--- src/rtl/tone_detector.sv ---
// Square-wave note detector: measures rising-edge period of tone_in in clk cycles,
// matches it against the C4..C5 note table and strobes stable notes.
module tone_detector #(
  parameter int unsigned CLK_HZ      = 50_000_000,
  parameter int unsigned CNT_W       = 24,
  parameter int unsigned TOL_SHIFT   = 5,
  parameter int unsigned MATCH_COUNT = 2,
  parameter int unsigned MIN_PERIOD  = 16,
  parameter int unsigned TIMEOUT     = CLK_HZ / 100
) (
  input  logic             clk,
  input  logic             rst_n,
  input  logic             tone_in,
  output logic             note_valid,
  output logic [2:0]       note_idx,
  output logic             note_hit,
  output logic [CNT_W-1:0] period,
  output logic             silence
);

  localparam int unsigned STREAK_W = $clog2(MATCH_COUNT + 1);
  localparam int unsigned NoteHz [8] = '{262, 294, 330, 349, 392, 440, 494, 523};
  localparam logic [CNT_W-1:0]    TimeoutC = CNT_W'(TIMEOUT);
  localparam logic [CNT_W-1:0]    MinP     = CNT_W'(MIN_PERIOD);
  localparam logic [STREAK_W-1:0] MatchC   = STREAK_W'(MATCH_COUNT);

  typedef enum logic [1:0] {StIdle, StMeasure, StClassify, StReport} state_e;

  // Elaboration-time note table: period and tolerance per entry.
  logic [CNT_W-1:0] note_p   [8];
  logic [CNT_W-1:0] note_tol [8];
  for (genvar g = 0; g < 8; g++) begin : g_tab
    assign note_p[g]   = CNT_W'(CLK_HZ / NoteHz[g]);
    assign note_tol[g] = note_p[g] >> TOL_SHIFT;
  end

  logic sync1_q, sync2_q, prev_q, rise;
  logic [CNT_W-1:0] cnt_q, cnt_d;
  state_e state_q, state_d;
  logic [CNT_W-1:0] lat_q, lat_d;
  logic [2:0] cls_idx_q, cls_idx_d;
  logic found_q, found_d;
  logic [2:0] found_idx_q, found_idx_d;
  logic disc_q, disc_d;
  logic [STREAK_W-1:0] streak_q, streak_d;
  logic [2:0] last_idx_q, last_idx_d;
  logic note_valid_q, note_valid_d;
  logic [2:0] note_idx_q, note_idx_d;
  logic note_hit_q, note_hit_d;
  logic [CNT_W-1:0] period_q, period_d;
  logic silence_q, silence_d;

  logic [CNT_W-1:0] cur_p, cur_tol, diff;
  logic cur_match, hit_now;
  logic [2:0] idx_now;
  logic [STREAK_W-1:0] streak_inc, streak_new;

  assign rise = sync2_q & ~prev_q;

  always_ff @(posedge clk or negedge rst_n) begin
    if (!rst_n) begin
      sync1_q <= 1'b0;
      sync2_q <= 1'b0;
      prev_q  <= 1'b0;
    end else begin
      sync1_q <= tone_in;
      sync2_q <= sync1_q;
      prev_q  <= sync2_q;
    end
  end

  // Counter value at a rise equals the spacing to the previous rise.
  always_comb begin
    cnt_d = cnt_q;
    if (rise) begin
      cnt_d = CNT_W'(1);
    end else if (cnt_q < TimeoutC) begin
      cnt_d = cnt_q + 1'b1;
    end
  end

  assign cur_p     = note_p[cls_idx_q];
  assign cur_tol   = note_tol[cls_idx_q];
  assign diff      = (lat_q >= cur_p) ? (lat_q - cur_p) : (cur_p - lat_q);
  assign cur_match = (diff <= cur_tol);

  assign hit_now    = found_q | cur_match;
  assign idx_now    = found_q ? found_idx_q : cls_idx_q;
  assign streak_inc = (streak_q >= MatchC) ? streak_q : streak_q + 1'b1;
  assign streak_new = (idx_now == last_idx_q) ? streak_inc : STREAK_W'(1);

  always_comb begin
    state_d      = state_q;
    lat_d        = lat_q;
    cls_idx_d    = cls_idx_q;
    found_d      = found_q;
    found_idx_d  = found_idx_q;
    disc_d       = disc_q;
    streak_d     = streak_q;
    last_idx_d   = last_idx_q;
    note_valid_d = 1'b0;
    note_idx_d   = note_idx_q;
    note_hit_d   = note_hit_q;
    period_d     = period_q;
    silence_d    = silence_q;
    case (state_q)
      StIdle: begin
        if (rise) state_d = StMeasure;
      end
      StMeasure: begin
        if (rise) begin
          if (cnt_q >= MinP) begin
            period_d  = cnt_q;
            silence_d = 1'b0;
            lat_d     = cnt_q;
            cls_idx_d = 3'd0;
            found_d   = 1'b0;
            disc_d    = 1'b0;
            state_d   = StClassify;
          end else begin
            streak_d = '0;
          end
        end else if (cnt_q == TimeoutC) begin
          silence_d  = 1'b1;
          note_hit_d = 1'b0;
          streak_d   = '0;
          state_d    = StIdle;
        end
      end
      StClassify: begin
        cls_idx_d = cls_idx_q + 3'd1;
        if (rise) disc_d = 1'b1;
        if (cur_match && !found_q) begin
          found_d     = 1'b1;
          found_idx_d = cls_idx_q;
        end
        // Report decision is registered on the way into StReport so the strobe is a flop output.
        if (cls_idx_q == 3'd7) begin
          state_d    = StReport;
          note_hit_d = hit_now;
          if (hit_now) begin
            last_idx_d = idx_now;
            if (streak_new >= MatchC) begin
              note_valid_d = 1'b1;
              note_idx_d   = idx_now;
            end
          end
          streak_d = (hit_now && !(disc_q || rise)) ? streak_new : '0;
        end
      end
      StReport: begin
        if (rise) streak_d = '0;
        state_d = StMeasure;
      end
      default: state_d = StIdle;
    endcase
  end

  always_ff @(posedge clk or negedge rst_n) begin
    if (!rst_n) begin
      cnt_q        <= '0;
      state_q      <= StIdle;
      lat_q        <= '0;
      cls_idx_q    <= 3'd0;
      found_q      <= 1'b0;
      found_idx_q  <= 3'd0;
      disc_q       <= 1'b0;
      streak_q     <= '0;
      last_idx_q   <= 3'd0;
      note_valid_q <= 1'b0;
      note_idx_q   <= 3'd0;
      note_hit_q   <= 1'b0;
      period_q     <= '0;
      silence_q    <= 1'b1;
    end else begin
      cnt_q        <= cnt_d;
      state_q      <= state_d;
      lat_q        <= lat_d;
      cls_idx_q    <= cls_idx_d;
      found_q      <= found_d;
      found_idx_q  <= found_idx_d;
      disc_q       <= disc_d;
      streak_q     <= streak_d;
      last_idx_q   <= last_idx_d;
      note_valid_q <= note_valid_d;
      note_idx_q   <= note_idx_d;
      note_hit_q   <= note_hit_d;
      period_q     <= period_d;
      silence_q    <= silence_d;
    end
  end

  assign note_valid = note_valid_q;
  assign note_idx   = note_idx_q;
  assign note_hit   = note_hit_q;
  assign period     = period_q;
  assign silence    = silence_q;

endmodule

--- config.mk ---
export PLATFORM = sky130hd
export DESIGN_NAME = tone_detector
export DESIGN_NICKNAME = d
export VERILOG_FILES = /design/src/rtl/tone_detector.sv
export SDC_FILE = /design/constraint.sdc
export NUM_CORES = 1
export LEC_CHECK = 0
export CORE_MARGIN = 2
export CORE_UTILIZATION = 55
export CTS_BUF_LIST = sky130_fd_sc_hd__clkbuf_16
export CTS_CLUSTER_DIAMETER = 30
export DETAILED_ROUTE_END_ITERATION = 7
export HOLD_SLACK_MARGIN = 0.12
export PLACE_DENSITY = 0.77
export SLEW_MARGIN = 25
export SYNTH_ARGS = -nofsm -noshare
export SYNTH_HDL_FRONTEND = slang
export SYNTH_SLANG_ARGS = --single-unit
--- constraint.sdc ---
create_clock -name clk -period 6.1 [get_ports clk]
set_input_delay 0.915 -clock clk [delete_from_list [all_inputs] [get_ports clk]]
set_output_delay 0.915 -clock clk [all_outputs]
set_load 0.1 [all_outputs]
==> impl_metrics.env, run 1 <==
export IMPL_cts_buffer_depth=2
export IMPL_dr_pass1_iters=8
export IMPL_yosys_warnings=0
export IMPL_drc=0
export IMPL_r2r_worst_path_cells=26
export IMPL_use_met3_pct=4.58
export IMPL_synth_edff_count=0
export IMPL_end_kind="flip-flop"
export IMPL_internal_power_uw=1720
export IMPL_ys_ff_latch=72
export IMPL_holdPathStages=0
export IMPL_ir_drop_uv=304
export IMPL_grt_pass1_wl_microns=27600
export IMPL_period_share_pct=99.2
export IMPL_status="finished clean"
export IMPL_hp_class="flip-flop to flip-flop"
export IMPL_p_total_uw=3250
export IMPL_dpl_worst_slack_ns=-0.330
export IMPL_die_width_microns=108
export IMPL_grtUsageTotal_pct=30.4
export IMPL_antenna_cells=0
export IMPL_synth_flop_cell="dfrtp_1"
export IMPL_portBuffers=32
export IMPL_routed_via_count=5598
export IMPL_critPathLaunchType="flip-flop"
export IMPL_worst_ep_arrival_time_ns=6.25
export IMPL_p_seq_share_pct=17.3
export IMPL_p_leak_uw=0.00329
export IMPL_synth_cell_types=68
export IMPL_holdPathEnd="sync2_q"
export IMPL_drive_above_1_share_pct=18.8
export IMPL_wire_per_inst_microns=19.2
export IMPL_yosysSeqAreaShare_pct=30.3
export IMPL_die_y_microns=108
export IMPL_nNetsFinal=840
export IMPL_synthTopCellsByArea="dfrtp_1, ha_1, a21oi_1"
export IMPL_busiest_layer="met2"
export IMPL_num_rows=37
export IMPL_hold_path_startpoint="sync1_q"
export IMPL_hold_violations=0
export IMPL_r2r_end="note_idx[2]"
export IMPL_area_growth_pct=23.1
export IMPL_maxCapViolations=0
export IMPL_p_per_area_nw_per_um2=444
export IMPL_grt_pass1_vias=5319
export IMPL_crit_type="flip-flop to flip-flop"
export IMPL_antenna_left=0
export IMPL_fill_cells=793
export IMPL_async_flop_share_pct=100
export IMPL_met2_usage_pct=48.6
export IMPL_fin_ws_ns=0.0518
export IMPL_cts_root_buf="clkbuf_16"
export IMPL_drt_iter0_drc=359
export IMPL_pwr_share_clk_pct=13.8
export IMPL_r2r_slack_ns=0.05
export IMPL_required_ns=6.30
export IMPL_synthCells=703
export IMPL_synth_top_area_share_pct=29.8
export IMPL_grt_max_degree=73
export IMPL_finalSetupTns_ns=0
export IMPL_syn_area_sq_um=5960
export IMPL_syn_avg_cell_area_sq_um=8.47
export IMPL_worst_skew_pair_late_latency_ns=0.33
export IMPL_syn_nets=771
export IMPL_rr_startpoint="cls_idx_q[0]"
export IMPL_antenna_found_initial=0
export IMPL_core_area_sq_um=10400
export IMPL_worst_pin_slew_ns=1.01
export IMPL_clk_pin_slew_ns=0.05
export IMPL_cts_tree="yes"
export IMPL_rsz0062_at_grt="true"
export IMPL_grt_overflow=0
export IMPL_post_dp_cell_area_sq_um=6680
export IMPL_synth_top_area_cell="dfrtp_1"
export IMPL_slew_headroom_pct=32.3
export IMPL_numCtsBuffers=9
export IMPL_crit_fanout=8
export IMPL_use_met1_pct=42.0
export IMPL_period_minus_slack_ns=6.05
export IMPL_finalMaxSlewViolations=0
export IMPL_die_area_sq_um=11700
export IMPL_design_portCount=33
export IMPL_postLayoutCellArea_sq_um=7330
export IMPL_hpwl_microns=13300
export IMPL_synth_common_cells="dfrtp_1, nand2_1, ha_1"
export IMPL_via_per_inst=6.13
export IMPL_setup_viol=0
export IMPL_switchingPower_uw=1530
export IMPL_drt_wl_total_microns=17500
export IMPL_swShare_pct=47.1
export IMPL_htreeDepth=3
export IMPL_final_util_pct=70.4
export IMPL_combPwrFrac_pct=68.9
export IMPL_synth_most_common_cell="dfrtp_1"
export IMPL_fmax_ghz=0.165
export IMPL_globalplace_congestion=0.994
export IMPL_clkSinkCount=72
export IMPL_finClkSkew_ns=0.00652
export IMPL_start_util_pct=57.2
export IMPL_holdBufCountCts=0
## what timing repair did
item / in CTS / in global routing
pin swaps: 5 / 25
resized for setup: 13 / 59
buffers inserted: 0 / 8
endpoints found under the setup margin: 14 / 14
gates cloned: 0 / 0
## power by group through the flow
stage | combinational [uW] | sequential (uW) | clock, uW
2_1_floorplan | 1250 | 626 | 0
3_3_place_gp | 1860 | 561 | 0
3_5_place_dp | 1880 | 565 | 0
4_1_cts | 1940 | 558 | 455
5_1_grt | 2410 | 569 | 478
6_report | 2240 | 564 | 449
## cell usage in the layout, fill, tap and decap left out, drive strengths merged, types with 7 or more instances in the layout
cell type,count
xnor2,17
o211ai,7
mux2i,18
clkdlybuf4s50,31
nor3,15
nand3,26
mux2,11
nor2,48
and2,13
buf,62
a21oi,56
a21o,16
inv,58
xor2,17
nand4,15
o21ai,47
clkbuf,9
dfrtp,71
nand2,64
a31oi,10
o21a,7
ha,63
## routing by layer
layer	vias to the layer above	routed length, microns
li1	2649	-
met1	2675	7620
met2	233	8270
met3	41	1020
met4	0	612
met5	-	0
## through the flow
| step | std cells | hold slack, ns |
|---|---|---|
| 2_1_floorplan | 703 | 0.331 |
| 3_3_place_gp | 889 | 0.345 |
| 3_5_place_dp | 889 | 0.338 |
| 4_1_cts | 905 | 0.371 |
| 5_1_grt | 913 | 0.378 |
| 6_report | 913 | 0.365 |
## cell families after synthesis
logic type	count (synthesis)	synth area share, %
AOI/OAI and AO/OA	195	21.3
xor gates and xnor gates	34	5.00
adders and majority gates	65	13.9
buffers and inverters	92	6.28
muxes	29	5.36
and+or+nand+nor	216	17.9
DFF	72	30.3
## layout make-up
type | count | area, sq um | share of cell area [%]
multi-input combinational | 539 | 4070 | 55.5
sequential | 72 | 1810 | 24.6
timing repair buffer | 93 | 798 | 10.9
inverter | 57 | 226 | 3.09
clock buffer | 9 | 225 | 3.07
tap | 136 | 170 | 2.32
clock inverter | 7 | 32.5 | 0.444
## worst max path at each step
stage,from,end,slack [ns],cells after the start
global placement,cls_idx_q[1],found_idx_q[2],0.07,24
floorplan,period[11],found_idx_q[0],0.01,23
global route,cls_idx_q[0],note_idx[0],-0.1,26
detailed placement,cls_idx_q[1],note_hit,-0.33,27
CTS,cls_idx_q[0],note_idx[2],0.002,25
finish,cls_idx_q[0],note_idx[2],0.05,26
## sequential cells by signal (all words and copies together) (netlist names)
register,count
cls_idx_q,3
cnt_q,24
disc_q,1
found_idx_q,3
found_q,1
last_idx_q,3
note_hit,1
note_idx,3
note_valid,1
period,24
prev_q,1
silence,1
state_q,2
streak_q,2
sync1_q,1
sync2_q,1
## worst max-delay path: stages (launching register included)
cell       delay, ns
dfrtp_2         0.45
buf_6           0.15
ha_1            0.21
mux2_2          0.31
ha_4            0.28
and4_1          0.20
and3b_2         0.24
buf_4           0.13
nand3_2         0.11
o21ai_4         0.20
buf_6           0.15
a31oi_1         0.11
a221o_1         0.37
a221oi_2        0.26
xnor2_1         0.12
ha_1            0.33
nand4_1         0.11
or4_1           0.52
o211ai_1        0.14
o21ai_2         0.11
and4bb_1        0.30
o2111ai_2       0.16
a2111oi_4       0.29
buf_4           0.19
a21o_1          0.18
nand3_4         0.12
mux2i_1         0.17
Power figures use the tool's default switching activity.
==> inputs of run 2 (changes only) <==
Settings changed: CTS_CLUSTER_SIZE set to 12.
==> results of run 2 <==
Same layout as run 1: the final DEF is identical, and so are final timing and power.
==> inputs of run 3 (changes only) <==
Settings changed: CORE_UTILIZATION 55 to 59, DONT_BUFFER_PORTS set to 1, PLACE_DENSITY 0.77 to 0.78.
==> impl_metrics.env, run 3 (same netlist as run 1, synthesis figures left out) <==
export IMPL_cp_startpoint="cls_idx_q[0]"
export IMPL_placed_cells=898
export IMPL_portBuffers=0
export IMPL_critical_path_cell_chain="inv_4 -> ha_2 -> inv_1 -> mux2i_1 -> ha_1 -> a31o_2 -> or2_2 -> a21o_1 -> a211oi_2 -> a31oi_2 -> a221o_1 -> a221oi_2 -> xnor2_1 -> ha_1 -> nand4_1 -> or4_1 -> o211ai_1 -> o21ai_2 -> and4bb_1 -> o2111ai_2 -> a2111oi_4 -> and2_4 -> nand3_4 -> mux2_4"
export IMPL_ir_drop_uv=362
export IMPL_post_dp_cell_area_sq_um=6690
export IMPL_drc=0
export IMPL_holdBufCountCts=0
export IMPL_cts_root_buf="clkbuf_16"
export IMPL_worstSetupEndpoint="found_idx_q[0]"
export IMPL_antenna_found_initial=0
export IMPL_wire_per_inst_microns=21.4
export IMPL_worst_pin_slew_ns=0.985
export IMPL_r2r_end="found_idx_q[0]"
export IMPL_path_buf_inv=2
export IMPL_maxCapViolations=0
export IMPL_die_width_microns=104
export IMPL_globalplace_congestion=1.02
export IMPL_fmax_ghz=0.158
export IMPL_antenna_left=0
export IMPL_slew_headroom_pct=34.3
export IMPL_rsz0062_at_grt="true"
export IMPL_grt_overflow=0
export IMPL_via_per_inst=6.36
export IMPL_fin_ws_ns=-0.231
export IMPL_end_kind="flip-flop"
export IMPL_drt_wl_total_microns=19700
export IMPL_clkSinkCount=72
export IMPL_num_rows=36
export IMPL_design_portCount=33
export IMPL_crit_slowest_cell="or4_1"
export IMPL_clk_pin_slew_ns=0.06
export IMPL_critPathLaunchType="flip-flop"
export IMPL_cts_tree="yes"
export IMPL_grt_pass1_wl_microns=29700
export IMPL_grtUsageTotal_pct=34.4
export IMPL_r2r_slack_ns=-0.23
export IMPL_drive_above_1_share_pct=24.7
export IMPL_core_area_sq_um=9770
export IMPL_nNetsFinal=852
export IMPL_start_util_pct=60.9
export IMPL_die_y_microns=104
export IMPL_final_common_cell="buf_4"
export IMPL_die_area_sq_um=10900
export IMPL_period_share_pct=104
export IMPL_crit_fanout=7
export IMPL_worst_ep_arrival_time_ns=6.55
export IMPL_drt_iter0_drc=448
export IMPL_area_growth_pct=23.9
export IMPL_critPathMostFrequentCell="ha_1"
export IMPL_worst_skew_pair_late_latency_ns=0.34
export IMPL_grt_max_degree=73
export IMPL_instances_no_fill=922
export IMPL_postLayoutCellArea_sq_um=7380
export IMPL_numCtsBuffers=9
export IMPL_dr_pass1_iters=5
export IMPL_period_minus_slack_ns=6.33
export IMPL_crit_type="flip-flop to flip-flop"
export IMPL_crit_cells=24
export IMPL_dpl_worst_slack_ns=-0.212
export IMPL_hpwl_microns=14000
export IMPL_hp_class="input pin to asynchronous set/reset pin"
export IMPL_failed_checks="setup timing"
export IMPL_htreeDepth=3
export IMPL_antenna_cells=0
export IMPL_status="finished, violations left"
export IMPL_finalMaxSlewViolations=0
export IMPL_cts_buffer_depth=2
export IMPL_setup_viol=13
export IMPL_path_delay_family="compound AO/OA/AOI/OAI gates"
export IMPL_cp_slowest_stage_delay_ns=0.57
export IMPL_grt_pass1_vias=5563
export IMPL_hold_violations=0
export IMPL_routed_via_count=5866
export IMPL_p_leak_uw=0.00341
export IMPL_fill_cells=693
export IMPL_required_ns=6.32
export IMPL_rr_startpoint="cls_idx_q[0]"
export IMPL_r2r_worst_path_cells=24
export IMPL_finClkSkew_ns=0.00762
export IMPL_p_per_area_nw_per_um2=471
export IMPL_final_util_pct=75.5
export IMPL_final_cell_mix="buf_4, dfrtp_1, nand2_1"
-- run 3: where the power goes --
| part | total [uW] | internal [uW] | leakage [uW] | switching, uW |
|---|---|---|---|---|
| clock network | 556 | 358 | 0.000156 | 198 |
| logic | 2360 | 995 | 0.00227 | 1360 |
| registers | 563 | 514 | 0.000980 | 48.4 |
| total | 3480 | 1870 | 0.00341 | 1610 |
-- run 3: what timing repair did --
action                                  in CTS  in global routing
setup buffers                                1                  7
endpoints found under the setup margin      14                 14
gates resized for setup                     13                 55
hold endpoints to repair                     0                  0
pin swaps                                    4                 22
gates cloned                                 0                  0
-- run 3: metal layers --
metal	part of all wire (%)	GRT usage, %	up-vias
li1	-	-	2661
met1	41	46.8	2818
met2	48	56.6	312
met3	7.0	4.51	75
met4	4.3	11.9	0
met5	0	0	-
-- run 3: how the worst min path moves through the flow --
| stage | from | end |
|---|---|---|
| CTS | rst_n | cnt_q[4] |
| floorplan | sync1_q | sync2_q |
| global route | rst_n | cnt_q[4] |
| finish | rst_n | period[3] |
| detailed placement | sync1_q | sync2_q |
| global placement | sync1_q | sync2_q |
-- run 3: area by class of cell --
class / instances / area (sq um) / area share, %
multi-input combinational: 539 / 4060 / 54.9
tap: 133 / 166 / 2.25
sequential: 72 / 1810 / 24.5
clock inverter: 7 / 95.1 / 1.29
inverter: 57 / 223 / 3.02
timing repair buffer: 105 / 811 / 11.0
clock buffer: 9 / 225 / 3.05
-- run 3: per-stage QoR --
step	total power, uW	setup TNS [ns]	hold WS [ns]
after CTS	3150	0	0.268
after global routing	3670	-4.47	0.262
after detailed placement	2540	-1.34	0.338
after floorplan	1880	0	0.331
final	3480	-1.97	0.276
after global placement	2500	-0.0471	0.346
-- run 3: worst register-to-register path: cells and delay by family (launching register included) --
kind | cells | cell delay (ns)
and+or+nand+nor | 6 | 1.65
DFF | 1 | 0.47
AOI/OAI and AO/OA | 10 | 2.18
xor gates and xnor gates | 1 | 0.13
muxes | 2 | 0.65
buffers and inverters | 2 | 0.18
adders and majority gates | 3 | 0.93
